==> src/rtl/fwd_pkg.sv <==
// Shared types and constants for the decode-stage forwarding / hazard controller.
// Stage records carry a fixed-width destination field; narrower register files zero-extend into it.
package fwd_pkg;

    localparam int FWD_AW_MAX = 8;

    localparam logic [1:0] FWD_RF    = 2'b00;
    localparam logic [1:0] FWD_EXMEM = 2'b01;
    localparam logic [1:0] FWD_MEMWB = 2'b10;

    typedef struct packed {
        logic                  valid;
        logic [FWD_AW_MAX-1:0] dst;
        logic                  reg_wr;
        logic                  is_load;
        logic                  sp_wr;
    } stage_rec_t;

    typedef enum logic {
        RUN   = 1'b0,
        STALL = 1'b1
    } fsm_state_t;

    // A stage can supply a value when it is live, writes the target and, unless loads are allowed, is not a load.
    function automatic logic stage_hit(
        input stage_rec_t            rec,
        input logic [FWD_AW_MAX-1:0] addr,
        input logic                  is_sp,
        input logic                  allow_load
    );
        logic wr;
        wr = is_sp ? rec.sp_wr : rec.reg_wr;
        return rec.valid & wr & (allow_load | ~rec.is_load) & (is_sp | (rec.dst == addr));
    endfunction

endpackage

==> src/rtl/fwd_operand_cmp.sv <==
// Priority compare of one source operand against the EX/MEM/WB shadow records.
// IS_SP=1 compares against the stack-pointer write flag and ignores addresses.
module fwd_operand_cmp
    import fwd_pkg::*;
#(
    parameter bit IS_SP = 1'b0
) (
    input  stage_rec_t            i_ex,
    input  stage_rec_t            i_mem,
    input  stage_rec_t            i_wb,
    input  logic [FWD_AW_MAX-1:0] i_src,
    input  logic                  i_used,
    output logic [1:0]            o_sel
);

    // Youngest writer wins; WB hits read the regfile because it writes before it is read.
    always_comb begin
        o_sel = FWD_RF;
        if (i_used && stage_hit(i_ex, i_src, IS_SP, IS_SP)) begin
            o_sel = FWD_EXMEM;
        end else if (stage_hit(i_mem, i_src, IS_SP, 1'b1)) begin
            o_sel = FWD_MEMWB;
        end else if (stage_hit(i_wb, i_src, IS_SP, 1'b1)) begin
            o_sel = FWD_RF;
        end else begin
            o_sel = FWD_RF;
        end
    end

endmodule

==> src/rtl/fwd_hazard_ctrl.sv <==
// Decode-stage forwarding and load-use hazard controller with its own EX/MEM/WB shadow records.
// Optional stall-cycle counter enabled with FWD_HAZARD_PERF_EN.
module fwd_hazard_ctrl
    import fwd_pkg::*;
#(
    parameter int REG_AW         = 3,
    parameter int NUM_SRC        = 2,
    parameter int LOAD_STALL_CYC = 1
) (
    input  logic                      i_clk,
    input  logic                      i_rst,
`ifdef FWD_HAZARD_PERF_EN
    input  logic                      i_perf_clr,
    output logic [31:0]               o_perf_stall_cnt,
`endif
    input  logic                      i_id_valid,
    input  logic [NUM_SRC*REG_AW-1:0] i_id_src_addr,
    input  logic [NUM_SRC-1:0]        i_id_src_used,
    input  logic [REG_AW-1:0]         i_id_dst_addr,
    input  logic                      i_id_reg_wr,
    input  logic                      i_id_is_load,
    input  logic                      i_id_sp_wr,
    input  logic                      i_id_sp_rd,
    input  logic                      i_pipe_hold,
    input  logic                      i_flush,
    output logic [2*NUM_SRC-1:0]      o_fwd_sel,
    output logic [1:0]                o_sp_fwd_sel,
    output logic                      o_stall_id,
    output logic                      o_bubble_ex
);

    localparam logic [1:0] STALL_INIT = 2'(LOAD_STALL_CYC - 1);

    stage_rec_t            r_ex;
    stage_rec_t            r_mem;
    stage_rec_t            r_wb;
    fsm_state_t            r_state;
    fsm_state_t            w_state_nxt;
    logic [1:0]            r_cnt;
    logic [1:0]            w_cnt_nxt;
    logic [2*NUM_SRC-1:0]  r_fwd_sel;
    logic [2*NUM_SRC-1:0]  w_fwd_sel;
    logic [1:0]            r_sp_fwd_sel;
    logic [1:0]            w_sp_fwd_sel;
    logic                  r_bubble_ex;
    logic                  w_src_hit;
    logic                  w_hazard;
    logic                  w_stall_raw;
    logic                  w_stall;
    logic                  w_flush;
    logic                  w_issue;
    stage_rec_t            w_id_rec;
    logic [FWD_AW_MAX-1:0] w_src_ext [NUM_SRC];

    for (genvar k = 0; k < NUM_SRC; k++) begin : g_op
        assign w_src_ext[k] = FWD_AW_MAX'(i_id_src_addr[k*REG_AW +: REG_AW]);

        fwd_operand_cmp #(.IS_SP(1'b0)) u_cmp (
            .i_ex   (r_ex),
            .i_mem  (r_mem),
            .i_wb   (r_wb),
            .i_src  (w_src_ext[k]),
            .i_used (i_id_src_used[k]),
            .o_sel  (w_fwd_sel[2*k +: 2])
        );
    end

    fwd_operand_cmp #(.IS_SP(1'b1)) u_sp_cmp (
        .i_ex   (r_ex),
        .i_mem  (r_mem),
        .i_wb   (r_wb),
        .i_src  ({FWD_AW_MAX{1'b0}}),
        .i_used (i_id_sp_rd),
        .o_sel  (w_sp_fwd_sel)
    );

    // Load-use hazard: a used source names the destination of a load currently in EX.
    always_comb begin
        w_src_hit = 1'b0;
        for (int k = 0; k < NUM_SRC; k++) begin
            if (i_id_src_used[k] && (w_src_ext[k] == r_ex.dst)) begin
                w_src_hit = 1'b1;
            end else begin
                w_src_hit = w_src_hit;
            end
        end
        w_hazard = i_id_valid & r_ex.valid & r_ex.is_load & r_ex.reg_wr & w_src_hit;
    end

    // Stall FSM next state; a flush (unless frozen by hold) cancels the stall in the same cycle.
    always_comb begin
        w_state_nxt = r_state;
        w_cnt_nxt   = r_cnt;
        w_stall_raw = 1'b0;
        case (r_state)
            RUN: begin
                if (w_hazard) begin
                    w_stall_raw = 1'b1;
                    w_state_nxt = STALL;
                    w_cnt_nxt   = STALL_INIT;
                end else begin
                    w_state_nxt = RUN;
                end
            end
            STALL: begin
                if (r_cnt != 2'd0) begin
                    w_stall_raw = 1'b1;
                    w_cnt_nxt   = r_cnt - 2'd1;
                end else begin
                    w_state_nxt = RUN;
                end
            end
            default: begin
                w_state_nxt = RUN;
                w_cnt_nxt   = 2'd0;
            end
        endcase
    end

    assign w_flush = i_flush & ~i_pipe_hold;
    assign w_stall = w_stall_raw & ~w_flush;
    assign w_issue = i_id_valid & ~w_stall & ~w_flush;

    assign w_id_rec.valid   = 1'b1;
    assign w_id_rec.dst     = FWD_AW_MAX'(i_id_dst_addr);
    assign w_id_rec.reg_wr  = i_id_reg_wr;
    assign w_id_rec.is_load = i_id_is_load;
    assign w_id_rec.sp_wr   = i_id_sp_wr;

    // FSM state register, frozen by hold.
    always_ff @(posedge i_clk or posedge i_rst) begin
        if (i_rst) begin
            r_state <= RUN;
            r_cnt   <= 2'd0;
        end else if (!i_pipe_hold) begin
            if (w_flush) begin
                r_state <= RUN;
                r_cnt   <= 2'd0;
            end else begin
                r_state <= w_state_nxt;
                r_cnt   <= w_cnt_nxt;
            end
        end
    end

    // Shadow records and EX-stage selects; a non-issued slot becomes a bubble with cleared selects.
    always_ff @(posedge i_clk or posedge i_rst) begin
        if (i_rst) begin
            r_ex         <= '0;
            r_mem        <= '0;
            r_wb         <= '0;
            r_fwd_sel    <= '0;
            r_sp_fwd_sel <= FWD_RF;
            r_bubble_ex  <= 1'b0;
        end else if (!i_pipe_hold) begin
            r_wb  <= r_mem;
            r_mem <= r_ex;
            if (w_issue) begin
                r_ex         <= w_id_rec;
                r_fwd_sel    <= w_fwd_sel;
                r_sp_fwd_sel <= w_sp_fwd_sel;
                r_bubble_ex  <= 1'b0;
            end else begin
                r_ex         <= '0;
                r_fwd_sel    <= '0;
                r_sp_fwd_sel <= FWD_RF;
                r_bubble_ex  <= 1'b1;
            end
        end
    end

    assign o_fwd_sel    = r_fwd_sel;
    assign o_sp_fwd_sel = r_sp_fwd_sel;
    assign o_bubble_ex  = r_bubble_ex;
    assign o_stall_id   = w_stall;

`ifdef FWD_HAZARD_PERF_EN
    logic [31:0] r_perf_cnt;

    // Saturating count of non-held stall cycles; clear wins over increment.
    always_ff @(posedge i_clk or posedge i_rst) begin
        if (i_rst) begin
            r_perf_cnt <= 32'd0;
        end else if (i_perf_clr) begin
            r_perf_cnt <= 32'd0;
        end else if (!i_pipe_hold && w_stall && (r_perf_cnt != 32'hFFFF_FFFF)) begin
            r_perf_cnt <= r_perf_cnt + 32'd1;
        end
    end

    assign o_perf_stall_cnt = r_perf_cnt;
`endif

endmodule

==> config.mk <==
export PLATFORM = sky130hd
export DESIGN_NAME = fwd_hazard_ctrl
export DESIGN_NICKNAME = d
export VERILOG_FILES = /design/src/rtl/fwd_pkg.sv /design/src/rtl/fwd_operand_cmp.sv /design/src/rtl/fwd_hazard_ctrl.sv
export SDC_FILE = /design/constraint.sdc
export NUM_CORES = 1
export LEC_CHECK = 0
export CORE_MARGIN = 5
export CORE_UTILIZATION = 45
export DETAILED_ROUTE_END_ITERATION = 8
export GPL_TIMING_DRIVEN = 1
export PLACE_DENSITY = 0.74
export SETUP_SLACK_MARGIN = 0.15
export SLEW_MARGIN = 40
export SYNTH_ARGS = -nofsm -noshare
export SYNTH_HDL_FRONTEND = slang
export SYNTH_SLANG_ARGS = --single-unit
==> constraint.sdc <==
create_clock -name i_clk -period 2 [get_ports i_clk]
set_clock_uncertainty 0.15 [all_clocks]
set_input_delay 0.4 -clock i_clk [delete_from_list [all_inputs] [get_ports i_clk]]
set_output_delay 0.4 -clock i_clk [all_outputs]
set_load 0.1 [all_outputs]
==> results of run 1 <==
[critical path, cell delays in order, from the launching register on]
cell and delay (ns):
dfrtp_1 0.44, xnor2_1 0.19, nand4_1 0.15, a2111o_1 0.43
and2_4 0.18, a21oi_4 0.13, buf_12 0.18
[flip-flops by register name, indices dropped and copies added (netlist names)]
register and count:
r_mem 6, r_state 1, o_sp_fwd_sel 2, r_cnt 2
r_ex 7, o_bubble_ex 1, o_fwd_sel 4
[cells by family after synthesis]
| kind of cell | Yosys count |
|---|---|
| XOR/XNOR | 12 |
| buffers and inverters | 13 |
| multiplexers | 6 |
| AND/OR/NAND/NOR | 37 |
| adder cells (fa/ha/maj) | 1 |
| flip-flops | 23 |
| AO/OA/AOI/OAI | 20 |
[stage by stage]
stage          hold WS, ns  cell area (um2)  cells
2_1_floorplan        0.252             1160    112
3_3_place_gp         0.330             1660    179
3_5_place_dp         0.339             1660    179
4_1_cts              0.257             1780    190
5_1_grt              0.300             1850    196
6_report             0.250             1850    196
[power groups by stage]
stage,Clock [mW],Combinational (mW),Sequential (mW)
final,0.225,0.208,0.515
after global routing,0.249,0.226,0.519
after CTS,0.231,0.205,0.514
after detailed placement,0,0.200,0.523
after global placement,0,0.194,0.521
after floorplan,0,0.0921,0.532
[area by class of cell]
cell class / count / area (um2)
clock buffers: 3 / 22.5
clock inverters: 1 / 7.51
fillers: 154 / 604
inverters: 5 / 18.8
multi-input cells: 76 / 561
flip-flops and latches: 23 / 576
well taps: 30 / 37.5
repair buffers: 58 / 628
[worst max-delay path by stage]
stage	end	slack (ns)
finish	o_stall_id	-0.57
global route	o_stall_id	-0.72
CTS	o_stall_id	-0.56
detailed placement	o_stall_id	-0.66
global placement	o_stall_id	-0.64
floorplan	o_stall_id	-0.33
[Yosys cell counts (2+ instances only)]
cell type / number / share of area, %
a21oi_1: 2 / 0.87
o31ai_1: 3 / 2.0
dfrtp_1: 23 / 50
xor2_1: 3 / 2.3
clkbuf_1: 7 / 2.3
xnor2_1: 9 / 6.8
and3_1: 2 / 1.1
and2_4: 2 / 1.5
nand4_1: 9 / 4.9
nor4_1: 2 / 1.1
nor2_1: 3 / 0.98
nand2_1: 11 / 3.6
mux2_2: 6 / 5.9
nor3_1: 2 / 0.87
a22o_1: 3 / 2.3
inv_1: 5 / 1.6
o21ai_0: 8 / 3.5
nand3_1: 3 / 1.3
a221o_1: 2 / 1.7
[timing repair]
| item | in CTS | in global routing |
|---|---|---|
| endpoints found under the setup margin | 16 | 16 |
| gates resized for setup | 19 | 4 |
| cloned | 0 | 1 |
| hold endpoints to repair | 0 | 0 |
| pin swaps | 9 | 3 |
| buffers inserted | 7 | 5 |
[routing by layer]
layer / GRT usage (%) / routed length, um / up-vias
met1: 23.0 / 1280 / 511
met3: 2.13 / 127 / 6
met5: 0 / 0 / -
li1: - / - / 512
met2: 28.4 / 1600 / 26
met4: 3.72 / 56 / 0
==> impl_metrics.toml, run 1 <==
[sta]
final-hold-violation-count = 0
timing.slew.headroom_pct = 74.5
finalCritPeriodShare_pct = 129
layout_setup_ws_ns = -0.575
slew_violations = 0
setup_violations = 16
clock.fmax_mhz = 388
rsz0062_at_grt = "true"
finalCriticalPeriod_ns = 2.57
worstMarginPinSlew_ns = 0.379
fin_tns_setup_ns = -5.00

[synthesis]
synth_ff_type = "dfrtp_1"
synth-xor-area-share_pct = 9.13
syn_area_per_cell_um2 = 10.3
ys_ff_latch = 23
synth_mux_area_share_pct = 5.87
synth_edf_count = 0
ys_warn_count = 0
synthesis.area_um2 = 1150
syn-num-nets = 133
async_reset_ff_share_pct = 100
synthSimpleGateAreaFrac_pct = 17.1
synth_cell_types = 26
seq_area_frac_synth_pct = 50.0
synth_compound_area_share_pct = 12.0
synth_top_family_by_area = "simple AND/OR/NAND/NOR gates"
synthAdderAreaFrac_pct = 1.09
netlist_instances = 112

[route]
drtAntennaViolNets = 0
vias = 1055
remaining_drc_errors = 0
routed_wl_mm = 3.07
drt-wirelength-per-cell_um = 15.7
vias_per_cell = 5.38
dr.pass1.iters = 4
drt-initial-drc-count = 23

[clock_network]
clock_latency_ns = 0.31
cts-root-buf = "clkbuf_4"
clockBufferDepth = 2
htree_levels = 1
numCtsBuffers = 3
cts_tree = "built"
clk_pin_slew_ns = 0.14
clock_sinks = 23
holdBufCountCts = 0

[run]
max-cap-violations = 0

[critical_path]
startpoint = "r_ex[5]"
rr_endpoint = "o_sp_fwd_sel[1]"
r2r_start = "r_ex[5]"
required_ns = 1.45
regToRegSetupSlack_ns = -0.38
crit_arrival_ns = 2.02
r2r_cells = 10
start_kind = "flip-flop"
worstPathMaxFanout = 3
end_kind = "output pin"
path_class = "flip-flop to output pin"

[power]
leakagePower_nw = 0.839
power_density_nw_per_um2 = 513
power_mw = 0.948
switching_share_pct = 28.2
pwr-share-clk_pct = 23.7
p_int_mw = 0.681
power_frac_comb_pct = 22.0
ir_drop_uv = 478
power_frac_seq_pct = 54.3
switchingPower_mw = 0.267

[floorplanning]
core_area_um2 = 2450
std_cell_rows = 18
start_util_pct = 46.9
io_pins = 28
die_h_um = 60.6
die_w_um = 60.6
die_area_um2 = 3670

[status]
status = "finished, violations left"
violations = "setup timing"

[finish]
drive_gt1_share_pct = 33.7
final_util_pct = 75.4
nNetsFinal = 188
n_antenna_cell = 0
syn2layout_area_growth_pct = 60.8
final_common_cell = "buf_4"
final_cell_mix = "24 x buf_4, 23 x dfrtp_1, 13 x clkdlybuf4s50_1"

[grt]
grt_pass1_wl_mm = 4.59
grt_use_total_pct = 16.7
grt_max_degree = 34
grt_overflow = 0
grt_pass1_vias = 991
antenna_found_initial = 0

[place]
post-place-ws_ns = -0.659
gp_congestion = 0.883
dp_hpwl_mm = 2.00
io_buffers = 27

[hold_path]
min_path_type = "input pin to asynchronous set/reset pin"
No activity file was read; power rests on OpenSTA's default activity.
==> inputs of run 2 (changes only) <==
--- a/config.mk
+++ b/config.mk
@@ -6,12 +6,13 @@
 export NUM_CORES = 1
 export LEC_CHECK = 0
 export CORE_MARGIN = 5
-export CORE_UTILIZATION = 45
+export CORE_UTILIZATION = 48
 export DETAILED_ROUTE_END_ITERATION = 8
 export GPL_TIMING_DRIVEN = 1
-export PLACE_DENSITY = 0.74
+export PLACE_DENSITY = 0.78
 export SETUP_SLACK_MARGIN = 0.15
 export SLEW_MARGIN = 40
 export SYNTH_ARGS = -nofsm -noshare
 export SYNTH_HDL_FRONTEND = slang
 export SYNTH_SLANG_ARGS = --single-unit
+export TNS_END_PERCENT = 20
==> impl_metrics.toml, run 2 (synthesis results as in run 1) <==
[route]
vias_per_cell = 5.95
vias = 1149
drt-initial-drc-count = 42
drt-wirelength-per-cell_um = 19.2
remaining_drc_errors = 0
routed_wl_mm = 3.71
drtAntennaViolNets = 0
dr.pass1.iters = 4

[critical_path]
worstPathCellList = "xnor2_2 -> nand4_1 -> a2111o_1 -> and2_4 -> a21oi_4 -> buf_12"
required_ns = 1.45
critPathMaxStageDelay_ns = 0.47
regToRegSetupSlack_ns = -0.65
start_kind = "flip-flop"
r2r_cells = 11
startpoint = "r_ex[5]"
worstPathMaxFanout = 3
path_class = "flip-flop to output pin"
critPathSlowestCell = "dfrtp_2"
crit_arrival_ns = 2.10
r2r_start = "r_ex[5]"
end_kind = "output pin"

[power]
power_mw = 0.963
power_frac_comb_pct = 22.5
ir_drop_uv = 457
power_density_nw_per_um2 = 526
switching_share_pct = 29.4
p_int_mw = 0.680
power_frac_seq_pct = 53.9
leakagePower_nw = 0.833
pwr-share-clk_pct = 23.6
switchingPower_mw = 0.283

[finish]
nNetsFinal = 186
final.fill_count = 125
drive_gt1_share_pct = 36.0
final_common_cell = "buf_4"
stdcell_count = 193
final_util_pct = 81.3
final_area_um2 = 1830
syn2layout_area_growth_pct = 59.2
final_cell_mix = "22 x buf_4, 21 x dfrtp_1, 13 x clkdlybuf4s50_1"
regMostFlops = "r_ex"
largest_reg_flops = 7

[grt]
grt_pass1_vias = 1128
antenna_found_initial = 0
top_usage_layer = "met2"
grt_pass1_wl_mm = 5.29
grt_max_degree = 24
grtUsageMet2_pct = 36.3
use_met1_pct = 23.9
grt_overflow = 0
met3_usage_pct = 2.61
grt_use_total_pct = 20.3

[sta]
clock.fmax_mhz = 377
hold_slack_ns = 0.257
setup_violations = 15
fin_tns_setup_ns = -2.99
slew_violations = 0
finalCriticalPeriod_ns = 2.65
worstMarginPinSlew_ns = 0.376
timing.slew.headroom_pct = 74.7
final-hold-violation-count = 0
rsz0062_at_grt = "true"
finalCritPeriodShare_pct = 133
layout_setup_ws_ns = -0.652

[floorplanning]
core_area_um2 = 2250
io_pins = 28
start_util_pct = 51.1
die_h_um = 59.0
std_cell_rows = 17
die_area_um2 = 3480
die_w_um = 59.0

[clock_network]
numCtsBuffers = 3
holdBufCountCts = 0
cts-root-buf = "clkbuf_4"
clock_latency_ns = 0.32
htree_levels = 1
clock_sinks = 23
clockBufferDepth = 2
cts_tree = "built"
clk_pin_slew_ns = 0.14

[hold_path]
min_path_type = "input pin to asynchronous set/reset pin"

[run]
max-cap-violations = 0

[place]
post-place-ws_ns = -0.749
dp_hpwl_mm = 2.15
placed_cell_area_um2 = 1650
placed_cells = 177
io_buffers = 27
gp_congestion = 0.813

[status]
status = "finished, violations left"
violations = "setup timing"
[run 2: changes by cell type in the layout (fill, tap and decap cells not counted), moves of 2 or more]
cell and change:
xnor2_1 -2, xnor2_2 +2, buf_4 -2, dfrtp_1 -2, buf_6 +2, dfrtp_2 +2
[run 2: area by class of cell]
class	count	area [um2]	area share, %
repair buffers	56	596	32.5
inverters	5	18.8	1.02
clock inverters	1	5.00	0.273
multi-input cells	76	576	31.4
clock buffers	3	22.5	1.23
diodes	1	2.50	0.137
well taps	28	35.0	1.91
flip-flops and latches	23	578	31.5
[run 2: what timing repair did]
action	in CTS	in global routing
pin swaps	8	11
buffers inserted	9	2
endpoints found under the setup margin	16	16
gates resized for setup	16	13
[run 2: final timing paths]
kind	end
worst max register to register	r_cnt[0]
worst min register to register	r_cnt[1]
min in group i_clk	r_cnt[1]
worst max-delay path	o_stall_id
max in group asynchronous	r_ex[5]
worst min-delay path	r_mem[0]
[run 2: metal layers]
metal	vias up	part of all wire, %
met5	-	0
met4	0	4.5
met3	22	5.3
met2	63	53
met1	556	37
li1	508	-
[run 2: worst max-delay path, delay by kind of cell (launching register included)]
| kind | cells | cell delay, ns |
|---|---|---|
| AO/OA/AOI/OAI | 2 | 0.57 |
| flip-flops | 1 | 0.47 |
| AND/OR/NAND/NOR | 2 | 0.36 |
| XOR/XNOR | 1 | 0.19 |
| buffers and inverters | 1 | 0.19 |
[run 2: power by group through the flow]
| stage | registers (mW) | clock network (mW) | logic (mW) |
|---|---|---|---|
| after floorplan | 0.532 | 0 | 0.0921 |
| after CTS | 0.516 | 0.225 | 0.199 |
| after global placement | 0.521 | 0 | 0.190 |
| after detailed placement | 0.524 | 0 | 0.199 |
| final | 0.519 | 0.227 | 0.217 |
| after global routing | 0.523 | 0.249 | 0.235 |
